==> src/rtl/ex_div_unit.sv <==
// Multi-cycle radix-2 restoring divider for the EX stage (MIPS DIV/DIVU).
// Returns {remainder, quotient} and requests a pipeline stall while busy.
module ex_div_unit #(
  parameter int unsigned WIDTH = 32,
  parameter int unsigned CNT_W = 6
) (
  input  logic               clk,
  input  logic               rst,
  input  logic               start_i,
  input  logic               annul_i,
  input  logic               signed_i,
  input  logic [WIDTH-1:0]   dividend_i,
  input  logic [WIDTH-1:0]   divisor_i,
  output logic [2*WIDTH-1:0] result_o,
  output logic               ready_o,
  output logic               stallreq_o
);

  localparam int unsigned RES_W = 2 * WIDTH;
  localparam logic [CNT_W-1:0] LAST_STEP = CNT_W'(WIDTH - 1);

  typedef enum logic [1:0] {
    S_FREE,
    S_BYZERO,
    S_ON,
    S_END
  } state_e;

  state_e             state_q, state_d;
  logic [CNT_W-1:0]   cnt_q, cnt_d;
  logic [WIDTH-1:0]   dvd_q, dvd_d;
  logic [WIDTH-1:0]   dvs_q, dvs_d;
  logic [WIDTH-1:0]   rem_q, rem_d;
  logic               q_neg_q, q_neg_d;
  logic               r_neg_q, r_neg_d;
  logic [RES_W-1:0]   result_q, result_d;
  logic               ready_q, ready_d;

  logic [WIDTH:0]     shifted;
  logic [WIDTH:0]     diff;
  logic               fits;
  logic [WIDTH-1:0]   rem_step;
  logic [WIDTH-1:0]   quo_step;
  logic [WIDTH-1:0]   rem_fix;
  logic [WIDTH-1:0]   quo_fix;
  logic               dvd_neg;
  logic               dvs_neg;
  logic [WIDTH-1:0]   dvd_abs;
  logic [WIDTH-1:0]   dvs_abs;

  // One restoring step; the dividend register doubles as the quotient shifter
  always_comb begin
    shifted  = {rem_q, dvd_q[WIDTH-1]};
    diff     = shifted - {1'b0, dvs_q};
    fits     = ~diff[WIDTH];
    rem_step = fits ? diff[WIDTH-1:0] : shifted[WIDTH-1:0];
    quo_step = {dvd_q[WIDTH-2:0], fits};
    quo_fix  = q_neg_q ? (WIDTH'(0) - quo_step) : quo_step;
    rem_fix  = r_neg_q ? (WIDTH'(0) - rem_step) : rem_step;
    dvd_neg  = signed_i & dividend_i[WIDTH-1];
    dvs_neg  = signed_i & divisor_i[WIDTH-1];
    dvd_abs  = dvd_neg ? (WIDTH'(0) - dividend_i) : dividend_i;
    dvs_abs  = dvs_neg ? (WIDTH'(0) - divisor_i) : divisor_i;
  end

  // Next-state and datapath control
  always_comb begin
    state_d  = state_q;
    cnt_d    = cnt_q;
    dvd_d    = dvd_q;
    dvs_d    = dvs_q;
    rem_d    = rem_q;
    q_neg_d  = q_neg_q;
    r_neg_d  = r_neg_q;
    result_d = result_q;
    ready_d  = ready_q;

    unique case (state_q)
      S_FREE: begin
        if (start_i && !annul_i) begin
          if (divisor_i == '0) begin
            state_d = S_BYZERO;
          end else begin
            state_d = S_ON;
            dvd_d   = dvd_abs;
            dvs_d   = dvs_abs;
            rem_d   = '0;
            cnt_d   = '0;
            q_neg_d = dvd_neg ^ dvs_neg;
            r_neg_d = dvd_neg;
          end
        end
      end
      S_BYZERO: begin
        if (annul_i) begin
          state_d = S_FREE;
        end else begin
          state_d  = S_END;
          result_d = '0;
          ready_d  = 1'b1;
        end
      end
      S_ON: begin
        if (annul_i) begin
          state_d = S_FREE;
        end else begin
          dvd_d = quo_step;
          rem_d = rem_step;
          cnt_d = cnt_q + CNT_W'(1);
          if (cnt_q == LAST_STEP) begin
            state_d  = S_END;
            result_d = {rem_fix, quo_fix};
            ready_d  = 1'b1;
          end
        end
      end
      S_END: begin
        if (annul_i || !start_i) begin
          state_d  = S_FREE;
          result_d = '0;
          ready_d  = 1'b0;
        end
      end
      default: state_d = S_FREE;
    endcase
  end

  always_ff @(posedge clk or posedge rst) begin
    if (rst) begin
      state_q  <= S_FREE;
      cnt_q    <= '0;
      dvd_q    <= '0;
      dvs_q    <= '0;
      rem_q    <= '0;
      q_neg_q  <= 1'b0;
      r_neg_q  <= 1'b0;
      result_q <= '0;
      ready_q  <= 1'b0;
    end else begin
      state_q  <= state_d;
      cnt_q    <= cnt_d;
      dvd_q    <= dvd_d;
      dvs_q    <= dvs_d;
      rem_q    <= rem_d;
      q_neg_q  <= q_neg_d;
      r_neg_q  <= r_neg_d;
      result_q <= result_d;
      ready_q  <= ready_d;
    end
  end

  // Stall is combinational so the request lands in the same cycle start_i rises
  assign stallreq_o = ~rst & (((state_q == S_FREE) & start_i & ~annul_i) |
                              (state_q == S_ON) | (state_q == S_BYZERO));
  assign result_o   = result_q;
  assign ready_o    = ready_q;

endmodule

==> config.mk <==
export PLATFORM = sky130hd
export DESIGN_NAME = ex_div_unit
export DESIGN_NICKNAME = d
export VERILOG_FILES = /design/src/rtl/ex_div_unit.sv
export SDC_FILE = /design/constraint.sdc
export NUM_CORES = 1
export LEC_CHECK = 0
export BUFFER_PORTS_ARGS = -buffer_cell sky130_fd_sc_hd__buf_4
export CAP_MARGIN = 5
export CORE_MARGIN = 2
export CORE_UTILIZATION = 30
export CTS_BUF_LIST = sky130_fd_sc_hd__clkbuf_4
export DETAILED_ROUTE_END_ITERATION = 7
export GPL_ROUTABILITY_DRIVEN = 0
export PLACE_DENSITY = 0.44
export SLEW_MARGIN = 40
export SYNTH_ARGS = -nofsm -noshare
export SYNTH_HDL_FRONTEND = slang
export SYNTH_SLANG_ARGS = --single-unit
==> constraint.sdc <==
create_clock -name clk -period 7.5 [get_ports clk]
set_clock_uncertainty 0.2 [all_clocks]
set_input_delay 0 -clock clk [delete_from_list [all_inputs] [get_ports clk]]
set_output_delay 0 -clock clk [all_outputs]
set_load 0.02 [all_outputs]
==> results.py <==
metrics = {
    "outcome": {
        "status": "finished, final reports clean",
    },
    "critical_path": {
        "endpoint_kind": "flip-flop",
        "cp.required_ns": 7.82,
        "critical_path_class": "reg2reg",
        "path_max_fanout": 30,
        "crit_arrival_ns": 6.42,
        "start_kind": "flip-flop",
    },
    "layout": {
        "syn_to_final_growth_pct": 26.6,
        "fin_nets": 1874,
        "stdcell_count": 2308,
        "finalInstanceArea_um2": 15500,
        "final_util": 0.382,
        "drive_gt1_frac": 0.121,
        "fill_cells": 4245,
    },
    "sta": {
        "slew_headroom": 0.480,
        "period_needed_ns": 6.10,
        "setup_slack_ns": 1.40,
        "slew_viol_final": 0,
        "rsz0062_at_grt": "false",
        "tightest_slew_ns": 0.780,
        "setup_tns_ns": 0,
        "finalCritPeriodShare": 0.813,
        "fmax_mhz": 164,
        "final-setup-viol-count": 0,
        "finalHoldViolCount": 0,
    },
    "yosys": {
        "syn-cell-area_um2": 12300,
        "yosysWarningCount": 0,
        "synth_cell_types": 77,
        "yosysTopAreaCell": "dfrtp_1",
        "synthTopCellsByArea": "dfrtp_1 (35%), nand2_1 (7.8%), o21ai_0 (7.1%), xor2_1 (5.8%), a21oi_1 (4.4%)",
        "synth_xor_area_frac": 0.102,
        "synthMuxAreaShare": 0.0253,
        "syn_inst": 1532,
        "synth-async-reset-ratio": 1.00,
        "synthSimpleGateAreaFrac": 0.202,
        "yosysTopAreaCellShare": 0.349,
        "synth-main-ff-cell": "dfrtp_1",
        "synth-seq-cells": 171,
        "syn_area_per_cell_um2": 8.01,
        "synth_top_family_by_area": "compound AO/OA/AOI/OAI gates",
        "ys_seq_area_frac": 0.349,
        "synthAdderAreaFrac": 0.0444,
        "synth-edff-count": 0,
        "syn_nets": 1644,
        "synth-compound-area-share": 0.234,
    },
    "grt": {
        "antenna_found_initial": 2,
        "grt_pass1_wl_mm": 66.5,
        "overflow": 0,
        "grt_usage": 0.204,
        "grt_pass1_vias": 11400,
        "grt_max_degree": 79,
    },
    "die": {
        "ios": 135,
        "start_util": 0.302,
        "die_y_um": 206,
        "die_area_um2": 42600,
        "fp.dieW_um": 206,
        "core_area_um2": 40600,
        "rows": 74,
    },
    "hold_path": {
        "worstHoldPathType": "in2reg",
    },
    "power_and_ir_drop": {
        "peakVddDrop_uv": 272,
        "power_leakage_nw": 6.58,
        "powerDensity_nw_per_um2": 485,
    },
    "cts": {
        "cts_setup_buffers": 0,
        "clk_latency_ns": 0.64,
        "numCtsBuffers": 17,
        "cts_tree": "built",
        "cts_max_path_buffers": 2,
        "cts_hold_buf": 148,
        "h-tree-depth": 4,
        "cts_resized": 0,
        "clk_root_buffer_cell": "clkbuf_4",
        "clkSinkCount": 171,
        "clk_pin_slew_ns": 0.17,
    },
    "routing": {
        "avgViaCountPerCell": 5.18,
        "ant_nets": 0,
        "drc": 0,
        "drt-initial-drc-count": 795,
        "vias": 11900,
        "wl_per_cell_um": 18.5,
        "drt_pass1_iterations": 5,
        "routed_wl_mm": 42.8,
    },
    "placement": {
        "numPortBuffers": 134,
        "dp_hpwl_mm": 31.7,
        "post-place-ws_ns": 1.41,
        "placed_cell_area_um2": 13800,
        "placed_cells": 2127,
    },
    "flow_run": {
        "cap_viol_max_count": 0,
    },
}
[per-stage QoR]
step                      total power [mW]  hold WS (ns)
final                                 7.54        0.0976
after global routing                  8.22         0.100
after CTS                             7.55        0.0326
after detailed placement              6.86       -0.0823
after global placement                6.85       -0.0914
after floorplan                       5.23        -0.123
[final timing paths]
kind                       slack (ns)  cells after the start                      from                       end
max                              1.40                     21     dvd_q[31]$_DFFE_PP0P_  result_o[60]$_DFFE_PP0P_
min                               0.1                      5                   annul_i    state_q[0]$_DFFE_PP0P_
max reg2reg                      1.40                     21     dvd_q[31]$_DFFE_PP0P_  result_o[60]$_DFFE_PP0P_
min reg2reg                      0.30                      2  result_o[13]$_DFFE_PP0P_  result_o[13]$_DFFE_PP0P_
max in group asynchronous        5.14                      6                       rst     rem_q[25]$_DFFE_PP0P_
min in group asynchronous        0.36                      4                       rst    state_q[0]$_DFFE_PP0P_
[synth_stat cells, types with 6 or more instances]
cell        n
or2_2       6
o21a_1      6
mux2_2      8
inv_1      55
a21o_1      8
buf_2      15
and2_1     15
nor3_1     26
ha_1       42
o41ai_1    14
mux2i_1    22
a211oi_1   11
nor3b_1     6
o211ai_1    9
nand2_1   255
nand4_1    10
a21oi_1   107
o21ai_0   174
dfrtp_1   171
a31oi_1     6
nand3_1    27
nor2_1    106
or4_1       8
nor2b_1     6
clkbuf_1   60
o31ai_1    61
nor4_1     15
buf_1       8
or3_1      20
o21ai_1    19
xnor2_1    61
xor2_1     82
nand2b_1   20
[kinds of logic after synthesis]
logic type / count (synthesis)
AND/OR/NAND/NOR: 538
AO/OA/AOI/OAI: 467
flip-flops: 171
XOR/XNOR: 143
buffers and inverters: 140
adder cells (fa/ha/maj): 43
multiplexers: 30
[flip-flops by register name, indices dropped and copies added (netlist names)]
register	count
state_q	2
q_neg_q	1
result_o	64
ready_o	1
dvd_q	32
rem_q	32
cnt_q	6
dvs_q	32
r_neg_q	1
[power by group]
group	internal (mW)	leakage (nW)	total, mW	switching, mW
clock network	0.178	0.153	0.578	0.400
logic	1.91	4.17	5.26	3.35
registers	1.30	2.26	1.70	0.403
[cell type report]
cell class,instances,area [µm²],area share
Inverter,57,219,0.0141
Timing Repair Buffer,294,2610,0.168
Sequential cell,171,4280,0.275
Clock buffer,17,128,0.00821
Clock inverter,15,155,0.00998
Multi-Input combinational cell,1221,7480,0.482
Antenna cell,1,2.50,0.000161
Tap cell,532,666,0.0428
[critical path, stage by stage (launching register included)]
cell	delay, ns
dfrtp_1	0.41
inv_1	0.09
ha_1	0.23
fa_1	0.40
nand2b_1	0.19
a211oi_2	0.37
o21ai_2	0.16
a211o_4	0.39
a311o_1	0.45
nand2_2	0.51
nand2_1	0.10
o21ai_0	0.17
ha_1	0.24
inv_1	0.07
nor2_1	0.09
nor4b_1	0.40
o211ai_1	0.23
o211a_2	0.23
or4_1	0.53
o31a_1	0.32
xor2_1	0.13
o21ai_1	0.07
[placed cells by master (no fill, tap or decap), types with 20 or more instances in the layout]
master / n
xor2_1: 82
o31ai_1: 61
nand2_1: 254
a21oi_1: 107
nand2b_1: 20
nand3_1: 26
ha_1: 41
dlygate4sd3_1: 148
or3_1: 20
buf_4: 141
dfrtp_1: 170
xnor2_1: 61
mux2i_1: 22
nor2_1: 105
inv_1: 54
nor3_1: 26
o21ai_0: 174
[per-layer routing]
layer | global-route usage | vias to the layer above | wire length [µm]
met1 | 0.305 | 5732 | 21500
met5 | 0 | - | 0
li1 | - | 5888 | -
met3 | 0.0273 | 30 | 1850
met2 | 0.311 | 296 | 19000
met4 | 0.0403 | 0 | 419
No activity file was read; power rests on OpenSTA's default activity.
